File: config.mk
export PLATFORM = sky130hd
export DESIGN_NAME = pqc_seq
export DESIGN_NICKNAME = d
export VERILOG_FILES = /design/src/rtl/pqc_seq.sv
export SDC_FILE = /design/constraint.sdc
export NUM_CORES = 1
export LEC_CHECK = 0
export ABC_AREA = 1
export BUFFER_PORTS_ARGS = -buffer_cell sky130_fd_sc_hd__clkbuf_2
export CORE_UTILIZATION = 40
export CTS_CLUSTER_SIZE = 28
export DETAILED_ROUTE_END_ITERATION = 7
export GPL_ROUTABILITY_DRIVEN = 0
export GPL_TIMING_DRIVEN = 0
export SETUP_SLACK_MARGIN = 0.02
export SLEW_MARGIN = 15
export SYNTH_ARGS = -nofsm -noshare
export SYNTH_HDL_FRONTEND = slang
export SYNTH_SLANG_ARGS = --single-unit
export TNS_END_PERCENT = 50
File: constraint.sdc
create_clock -name clk -period 2.2 [get_ports clk]
set_input_delay 0.44 -clock clk [delete_from_list [all_inputs] [get_ports clk]]
set_output_delay 0.44 -clock clk [all_outputs]
set_load 0.005 [all_outputs]
File: src/rtl/pqc_seq.sv
`default_nettype none
// ============================================================================
// Module   : pqc_seq
// Purpose  : Decodes PQC custom instructions, launches the NTT/PWAM engines,
//            stalls the CPU while an engine runs and aborts on timeout.
// Revision : 1.0
// ============================================================================
module pqc_seq #(
    parameter int unsigned TIMEOUT = 4096
) (
    input  logic       clk,
    input  logic       rst_n,
    input  logic       instr_valid,
    input  logic [6:0] opcode,
    input  logic [2:0] funct3,
    input  logic [6:0] funct7,
    input  logic       ntt_done,
    input  logic       pwam_done,
    input  logic       err_clr,
    output logic       stall,
    output logic       ntt_start,
    output logic       ntt_mode,
    output logic       pwam_start,
    output logic [1:0] pwam_mode,
    output logic [1:0] dmem_owner,
    output logic       abort,
    output logic       err,
    output logic       illegal
);
    localparam logic [1:0]  c_ST_IDLE  = 2'd0;
    localparam logic [1:0]  c_ST_NTT   = 2'd1;
    localparam logic [1:0]  c_ST_PWAM  = 2'd2;
    localparam logic [1:0]  c_ST_DONE  = 2'd3;
    localparam logic [6:0]  c_OPCODE   = 7'b0001011;
    localparam logic [2:0]  c_FUNCT3   = 3'b011;
    localparam logic [15:0] c_CNT_LAST = 16'(TIMEOUT - 1);

    logic [1:0]  state_q, state_d;
    logic [15:0] cnt_q, cnt_d;
    logic        ntt_mode_q, ntt_mode_d;
    logic [1:0]  pwam_mode_q, pwam_mode_d;
    logic        err_q, err_d;

    logic w_pqc, w_ntt_op, w_pwam_op, w_ls_op, w_bad_op;
    logic w_running, w_done_in, w_timeout;

    // Decode only counts in IDLE and is masked while reset is held.
    assign w_pqc     = rst_n & instr_valid & (opcode == c_OPCODE) &
                       (funct3 == c_FUNCT3) & (state_q == c_ST_IDLE);
    assign w_ntt_op  = w_pqc & ((funct7 == 7'd3) | (funct7 == 7'd4));
    assign w_pwam_op = w_pqc & (funct7 >= 7'd5) & (funct7 <= 7'd7);
    assign w_ls_op   = w_pqc & (funct7 <= 7'd1);
    assign w_bad_op  = w_pqc & (funct7 >= 7'd8);

    assign w_running = (state_q == c_ST_NTT) | (state_q == c_ST_PWAM);
    assign w_done_in = ((state_q == c_ST_NTT)  & ntt_done) |
                       ((state_q == c_ST_PWAM) & pwam_done);
    // A done arriving on the last allowed cycle suppresses the abort.
    assign w_timeout = w_running & (cnt_q == c_CNT_LAST) & ~w_done_in;

    always_ff @(posedge clk or negedge rst_n) begin
        if (!rst_n) begin
            state_q     <= c_ST_IDLE;
            cnt_q       <= '0;
            ntt_mode_q  <= 1'b0;
            pwam_mode_q <= 2'd0;
            err_q       <= 1'b0;
        end else begin
            state_q     <= state_d;
            cnt_q       <= cnt_d;
            ntt_mode_q  <= ntt_mode_d;
            pwam_mode_q <= pwam_mode_d;
            err_q       <= err_d;
        end
    end

    always_comb begin
        state_d     = state_q;
        cnt_d       = cnt_q;
        ntt_mode_d  = ntt_mode_q;
        pwam_mode_d = pwam_mode_q;
        err_d       = err_q;
        case (state_q)
            c_ST_IDLE: begin
                if (w_ntt_op) begin
                    state_d    = c_ST_NTT;
                    cnt_d      = '0;
                    ntt_mode_d = (funct7 == 7'd4);
                end else if (w_pwam_op) begin
                    state_d     = c_ST_PWAM;
                    cnt_d       = '0;
                    pwam_mode_d = funct7[1:0] - 2'd1;
                end
            end
            c_ST_NTT, c_ST_PWAM: begin
                cnt_d = cnt_q + 16'd1;
                if (w_done_in || w_timeout) begin
                    state_d = c_ST_DONE;
                end
            end
            default: state_d = c_ST_IDLE;
        endcase
        if (err_clr) begin
            err_d = 1'b0;
        end
        if (w_timeout) begin
            err_d = 1'b1;
        end
    end

    always_comb begin
        stall      = w_ntt_op | w_pwam_op | w_running;
        ntt_start  = (state_q == c_ST_NTT)  & (cnt_q == '0);
        pwam_start = (state_q == c_ST_PWAM) & (cnt_q == '0);
        ntt_mode   = ntt_mode_q;
        pwam_mode  = pwam_mode_q;
        abort      = w_timeout;
        err        = err_q;
        illegal    = w_bad_op;
        dmem_owner = 2'd0;
        case (state_q)
            c_ST_IDLE: dmem_owner = w_ls_op ? 2'd1 : 2'd0;
            c_ST_NTT:  dmem_owner = 2'd2;
            c_ST_PWAM: dmem_owner = 2'd3;
            default:   dmem_owner = 2'd0;
        endcase
    end

endmodule
`default_nettype wire

# Word-level counts from Yosys, hierarchy flattened
# Index checks and enable logic that the tools add are counted.
# classes
n_reduce_logical	10
add_sub_neg	2
n_eq_ne	9
n_bitwise	22
n_lt_le_gt_ge	4
muxes	11
# ops
operator	count
16-bit 2-to-1 mux	2
16-bit one-hot mux with 2 select lines	1
16-bit by 1-bit adder with 16-bit output (second input constant)	1
16-bit by 12-bit equality test with 1-bit output (second input constant)	1
16-bit logical NOT	1
1-bit AND	15
7-bit by 2-bit equality test with 1-bit output (second input constant)	1
7-bit by 3-bit equality test with 1-bit output (second input constant)	1
7-bit by 4-bit equality test with 1-bit output (second input constant)	1
7-bit by 3-bit greater-or-equal comparator with 1-bit output (second input constant)	1
7-bit by 4-bit greater-or-equal comparator with 1-bit output (second input constant)	1
7-bit by 1-bit less-or-equal comparator with 1-bit output (second input constant)	1
7-bit by 3-bit less-or-equal comparator with 1-bit output (second input constant)	1
2-bit 2-to-1 mux	3
2-bit one-hot mux with 3 select lines	1
2-bit AND reduction	3
1-bit OR	5
2-bit one-hot mux with 2 select lines	1
2-bit nonzero test	2
3-bit by 2-bit equality test with 1-bit output (second input constant)	1
1-bit 2-to-1 mux	3
3-bit != test (second input constant)	1
3-bit AND reduction	1
2-bit by 1-bit equality test with 1-bit output (second input constant)	1
other kinds (7)	8
# totals
ff_bits	22
elab_cells	63
out_inout_bits	11
in_bits	23

# Longest topological paths before layout
# Gate-level depths: netlist of the first run.
# depth
ltp_word	9
mapped_depth	14

# Least setup slack after synthesis of the first run
# No wires, ideal clock.
# synth_timing
path_kind	register to output
startpoint	register cnt_q[0]
endpoint	output abort
slack_ns	0.359
t_arrival_ns	1.401
path_stages_with_launch	10
t_required_ns	1.760
cell_sequence	dfrtp_1 -> ha_1 -> nand2_1 -> nor2_2 -> nand3_1 -> inv_2 -> nand2_1 -> nor3_1 -> nand3_1 -> nor2_1
# synth_between
elab_chain_len	3
# synth_rtl
item	line	text
start, declared	39	logic [15:0] cnt_q, cnt_d;
start signal, assigned	70	cnt_q <= cnt_d;
16-bit by 12-bit equality test with 1-bit output	59	assign w_timeout = w_running & (cnt_q == c_CNT_LAST) & ~w_done_in;
1-bit AND (2 in series)	59	
end, declared	26	output logic abort,
# Every way passes these cells.

# Worst setup path in the final report of the first run
# layout_timing
startpoint	register cnt_q[0]
endpoint	output ntt_start
# layout_between
elab_chain_len	2
# layout_rtl
item	line	text
16-bit logical NOT	113	ntt_start = (state_q == c_ST_NTT) & (cnt_q == '0);
1-bit AND	113	
end, declared	21	output logic ntt_start,
# Every way passes these cells.

==> reports/results.ini, run 1 <==
[detailed_routing]
wl_per_cell_um = 12.21
vias = 1823
drt_pass1_iterations = 4
routed_wl_mm = 4.494
avgViaCountPerCell = 4.954
antenna_left = 0
drt_iter0_markers = 121
drc_errors = 0

[clock_tree]
cts_inserted_buffers = 3
clock_sinks = 22
clk_pin_slew_ns = 0.08
htreeDepth = 1
clkLatencyLatePin_ns = 0.27
cts-root-buf = clkbuf_8
tritoncts = done
clk_path_buf_depth = 2

[worst_setup_path]
r2r_slack_ns = 0.39
setup.worst_path.class = reg2out
r2r_cells = 14
critical_path.max_stage_delay_ns = 0.39
slowest_stage = dfrtp_1
crit_start = cnt_q[0]
crit_chain = buf_4 -> inv_1 -> ha_1 -> nor3b_1 -> nand4_1 -> nor2_1 -> clkbuf_2
endpoint = ntt_start
r2r-end = cnt_q[7]
worst_r2r_startpoint = state_q[0]
arrival_ns = 1.70
crit_required_ns = 1.76
start_kind = flip-flop
endpoint_kind = primary output
cp_max_fo = 5

[sta]
timing.hold.ws_ns = 0.004009
grt_setup_unrepaired = true
setup_tns_ns = 0
finalHoldViolCount = 0
min_period_over_period_pct = 97.20
fmax_mhz = 467.7
fin_crit_ns = 2.138
fin_skew_ns = 0.007320
slew_headroom_pct = 69.78
setup_ws_ns = 0.06170
tightest_slew_ns = 0.4533
setup_viol = 0
drv_slew = 0

[global_route]
grt.total_usage_pct = 20.79
grt_pass1_wl_mm = 8.010
grt.overflow.total = 0
antenna_found_initial = 0
grt_pass1_vias = 1756
grt_max_degree = 24

[min_path]
min_path_type = in2async

[yosys]
ys.flop_type = dfrtp_1
synthTopCellsByArea = dfrtp_1, nand2_1, nand3_1
yosysSeqAreaShare_pct = 30.64
ys_ff_latch = 22
yosys.area.top_type = dfrtp_1
synthDistinctLibCells = 34
synthCells = 271
synth_edf_count = 0
async_reset_ff_share_pct = 100.0
syn-num-nets = 303
synth_top_area_share_pct = 30.64
yosys_warnings = 0
netlist_area_um2 = 1797
synth.avg_cell_area_um2 = 6.630

[placed_design]
place_area_um2 = 2027
place_ws_ns = -0.1759
dp_hpwl_mm = 3.270
portBuffers = 33

[floorplan]
num_io_pins = 34
initial_utilization_pct = 41.55
die_h_um = 69.02
fp.dieArea_um2 = 4764
num_rows = 24
die_w_um = 69.02
core_region_area_um2 = 4324

[flow_run]
cap_violations = 0

[outcome]
status = finished clean

[finish]
drive_above_1_share_pct = 23.42
fin_nets = 350
fin_area_um2 = 2211
syn_to_final_growth_pct = 23.05
diodes = 0

[pwr]
power.leakage_nw = 1.126
p_per_area_nw_per_um2 = 901.5
peakVddDrop_uv = 601.1

-- routing by layer --
layer | vias to the layer above | part of all wire, % | global-route usage, %
met4 | 0 | 0.98 | 4.762
met2 | 39 | 45 | 33.23
met5 | - | 0 | 0
met3 | 4 | 4.4 | 3.655
met1 | 828 | 49 | 29.26
li1 | 952 | - | -
-- cells in the mapped netlist (2+ instances only) --
| cell | n |
|---|---|
| a21oi_1 | 6 |
| buf_6 | 2 |
| clkbuf_1 | 2 |
| dfrtp_1 | 22 |
| ha_1 | 9 |
| inv_1 | 34 |
| inv_2 | 4 |
| nand2_1 | 81 |
| nand2_2 | 2 |
| nand3_1 | 28 |
| nand3b_1 | 7 |
| nand4_1 | 4 |
| nor2_1 | 36 |
| nor2_2 | 3 |
| nor3_1 | 2 |
| nor4_1 | 2 |
| o21ai_0 | 6 |
| xnor2_1 | 3 |
| xor2_1 | 3 |
-- report_power, final --
part / total (mW) / switching [mW] / leakage (nW) / internal (mW)
Combinational: 1.24 / 0.756 / 0.804 / 0.483
Clock: 0.259 / 0.136 / 0.0216 / 0.123
Sequential: 0.495 / 0.0407 / 0.301 / 0.455
-- layout make-up --
cell class / count / area [µm²]
inverters: 39 / 148.9
flip-flops and latches: 22 / 550.5
fillers: 472 / 2113
plain buffers: 4 / 31.28
multi-input cells: 205 / 1127
well taps: 52 / 65.06
repair buffers: 43 / 246.5
clock buffers: 3 / 41.29
-- stage by stage --
step | total power, mW | std cells | util [%]
after floorplan | 1.253 | 271 | -
after global placement | 1.578 | 356 | 46.88
after detailed placement | 1.592 | 356 | 46.88
after CTS | 1.966 | 365 | 50.00
after global routing | 2.186 | 368 | 51.13
final | 1.993 | 368 | 51.13
-- repair_timing --
item                       4_1_cts  5_1_grt
setup buffers                    7        3
gates resized for setup         12       10
hold buffers                     0        0
pin swaps                        2        5
cloned                           0        0
setup endpoints to repair        3        5
-- state kept, by name, indices dropped and copies added (netlist names) --
| register | cells |
|---|---|
| pwam_mode | 2 |
| state_q | 2 |
| err | 1 |
| ntt_mode | 1 |
| cnt_q | 16 |
-- critical path, delay by kind of cell, from the launching register on --
kind	cells	cell delay, ns
AND/OR/NAND/NOR	3	0.49
adder cells (fa/ha/maj)	1	0.18
flip-flops	1	0.39
buffers and inverters	3	0.36
-- placed cells by master, fill, tap and decap left out, types with 6 or more instances in the layout --
master	count
a21oi_1	6
buf_4	10
clkbuf_2	30
dfrtp_1	22
ha_1	7
inv_1	32
nand2_1	78
nand3_1	27
nand3b_1	7
nor2_1	36
-- worst min-delay path by stage --
stage                endpoint  startpoint
global route        cnt_q[13]       rst_n
finish              cnt_q[12]       rst_n
CTS                 cnt_q[14]       rst_n
floorplan            cnt_q[0]       rst_n
global placement     ntt_mode    ntt_mode
detailed placement  cnt_q[14]       rst_n
-- cell families (layout without fill, tap and decap cells) --
| family | Yosys count | after routing | share of synthesized area [%] |
|---|---|---|---|
| AO/OA/AOI/OAI | 18 | 18 | 5.850 |
| XOR/XNOR | 6 | 6 | 2.925 |
| adder cells (fa/ha/maj) | 9 | 9 | 6.268 |
| buffers and inverters | 44 | 89 | 10.10 |
| flip-flops | 22 | 22 | 30.64 |
| AND/OR/NAND/NOR | 172 | 172 | 44.22 |
Note: power is estimated with default switching activity, not from simulation.
==> run 2: changes to the inputs <==
--- a/config.mk
+++ b/config.mk
@@ -7,11 +7,13 @@
 export LEC_CHECK = 0
 export ABC_AREA = 1
 export BUFFER_PORTS_ARGS = -buffer_cell sky130_fd_sc_hd__clkbuf_2
-export CORE_UTILIZATION = 40
+export CAP_MARGIN = 5
+export CORE_UTILIZATION = 45
 export CTS_CLUSTER_SIZE = 28
 export DETAILED_ROUTE_END_ITERATION = 7
 export GPL_ROUTABILITY_DRIVEN = 0
 export GPL_TIMING_DRIVEN = 0
+export PLACE_DENSITY = 0.67
 export SETUP_SLACK_MARGIN = 0.02
 export SLEW_MARGIN = 15
 export SYNTH_ARGS = -nofsm -noshare
==> reports/results.ini, run 2 (synthesis gave the netlist of run 1 again) <==
[outcome]
status = finished clean

[clock_tree]
tritoncts = done
clk_path_buf_depth = 2  ; unchanged
clk_pin_slew_ns = 0.08  ; about the same
clkLatencyLatePin_ns = 0.26  ; about the same
clock_sinks = 22  ; unchanged
cts_inserted_buffers = 3  ; unchanged
htreeDepth = 1  ; unchanged
cts-root-buf = clkbuf_8
ctsHoldBuffers = 0  ; unchanged

[pwr]
p_per_area_nw_per_um2 = 870.7  ; -3.4%
power.leakage_nw = 1.135  ; +0.81%
peakVddDrop_uv = 906.0  ; +51%
total_power_mw = 1.965  ; -1.4%

[finish]
fin_nets = 358  ; +2.3%
largest_register_ffs = 16  ; unchanged
fin_area_um2 = 2257  ; +2.1%
final_common_cell = nand2_1
syn_to_final_growth_pct = 25.63
top_register = cnt_q
seq_area_um2 = 550.5  ; unchanged
multiInputGateArea_um2 = 1121  ; -0.55%
finish.utilization_pct = 60.29  ; +9.2 points
diodes = 0  ; unchanged
drive_above_1_share_pct = 25.93  ; +2.5 points
final_cell_mix = nand2_1, nor2_1, clkbuf_2
fillCellCount = 367  ; -22%

[placed_design]
dp_hpwl_mm = 3.231  ; -1.2%
place_area_um2 = 2022  ; -0.25%
portBuffers = 33  ; unchanged

[worst_setup_path]
endpoint_kind = primary output
crit_chain = ha_2 -> nand2_2 -> nor2_4 -> nand3_4 -> inv_2 -> nand2_2 -> nor3_2 -> nand3_1 -> nor2_2 -> clkbuf_2
crit_family = simple AND/OR/NAND/NOR gates
arrival_ns = 1.71  ; about the same
r2r_cells = 15  ; +1
slowest_stage = dfrtp_1
crit_buf_inv = 2  ; -1
cp_num_cells = 10  ; +3
critical_path.max_stage_delay_ns = 0.38  ; about the same
crit_required_ns = 1.76  ; about the same
start_kind = flip-flop
setup.worst_path.class = reg2out
cp_max_fo = 2  ; -3
cpMostUsedCell = nand2_2

[floorplan]
initial_utilization_pct = 47.99  ; +6.4 points
fp.dieArea_um2 = 4249  ; -11%
die_w_um = 65.19  ; -5.6%
num_rows = 22  ; -8.3%
die_h_um = 65.19  ; -5.6%
core_region_area_um2 = 3744  ; -13%
num_io_pins = 34  ; unchanged

[sta]
grt_setup_unrepaired = true
min_period_over_period_pct = 97.87  ; +0.68 points
fmax_mhz = 464.4  ; -0.69%
fin_skew_ns = 0.003937  ; -0.003383 ns
fin_crit_ns = 2.153  ; +0.01492 ns
tightest_slew_ns = 0.4979  ; +0.04461 ns
drv_slew = 0  ; unchanged
finalHoldViolCount = 0  ; unchanged
slew_headroom_pct = 66.81  ; -3.0 points
setup_viol = 0  ; unchanged

[detailed_routing]
vias = 1853  ; +1.6%
drt_pass1_iterations = 4  ; unchanged
antenna_left = 0  ; unchanged
drt_iter0_markers = 126  ; +4.1%
routed_wl_mm = 4.460  ; -0.76%
drc_errors = 0  ; unchanged
avgViaCountPerCell = 4.981  ; +0.55%
wl_per_cell_um = 11.99  ; -1.8%

[min_path]
min_path_type = in2async

[flow_run]
cap_violations = 0  ; unchanged

[global_route]
grt_pass1_vias = 1681  ; -4.3%
antenna_found_initial = 0  ; unchanged
grt.total_usage_pct = 23.09  ; +2.3 points
grt_pass1_wl_mm = 7.672  ; -4.2%
grt.overflow.total = 0  ; unchanged
grt_max_degree = 24  ; unchanged

[run 2: cell types whose count changed in the layout (fill, tap and decap cells not counted), moves of 2 or more]
cell / before / now
buf_2: 3 / 1
buf_4: 10 / 18
clkbuf_2: 30 / 32
inv_2: 5 / 7
[run 2: worst paths after layout]
path                                from      endpoint  slack, ns
max in group asynchronous          rst_n      cnt_q[8]       2.00
worst max register to register  cnt_q[0]     cnt_q[14]       0.22
worst min register to register  ntt_mode      ntt_mode       0.49
min in group clk                 err_clr           err       0.36
worst min-delay path               rst_n  pwam_mode[0]       0.01
worst max-delay path            cnt_q[0]         abort       0.05
[run 2: report_power, final]
group          switching, mW  internal, mW  total [mW]
Clock                  0.132         0.122       0.254
Sequential            0.0432         0.455       0.498
Combinational          0.732         0.481        1.21
[run 2: timing repair]
action | in CTS | in global routing
resized for setup | 13 | 6
pin swaps | 5 | 9
cloned | 0 | 0
buffers inserted | 11 | 7
endpoints found under the setup margin | 3 | 5
[run 2: per-layer routing]
| layer | GRT usage (%) | up-vias | share of wire [%] |
|---|---|---|---|
| li1 | - | 971 | - |
| met1 | 33.15 | 819 | 48 |
| met2 | 36.60 | 55 | 45 |
| met3 | 3.819 | 8 | 6.2 |
| met4 | 4.076 | 0 | 1.3 |
| met5 | 0 | - | 0 |
[run 2: layout make-up]
type                            count  share of cell area (%)
Sequential cell                    22                   24.39
Buffer                              4                   1.386
Clock buffer                        3                   1.829
Timing Repair Buffer               51                   13.58
Inverter                           39                   6.486
Multi-Input combinational cell    205                   49.67
Tap cell                           48                   2.661
[run 2: stage by stage]
step	hold slack (ns)	setup WS (ns)	instances	TNS, ns
6_report	0.009942	0.04677	372	0
3_5_place_dp	0.4679	-0.1542	352	-1.204
4_1_cts	0.1015	-0.04986	365	-0.04986
3_3_place_gp	0.4672	-0.1669	352	-1.169
2_1_floorplan	0.1444	0.3594	271	0
5_1_grt	0.02020	-0.03907	372	-0.03907
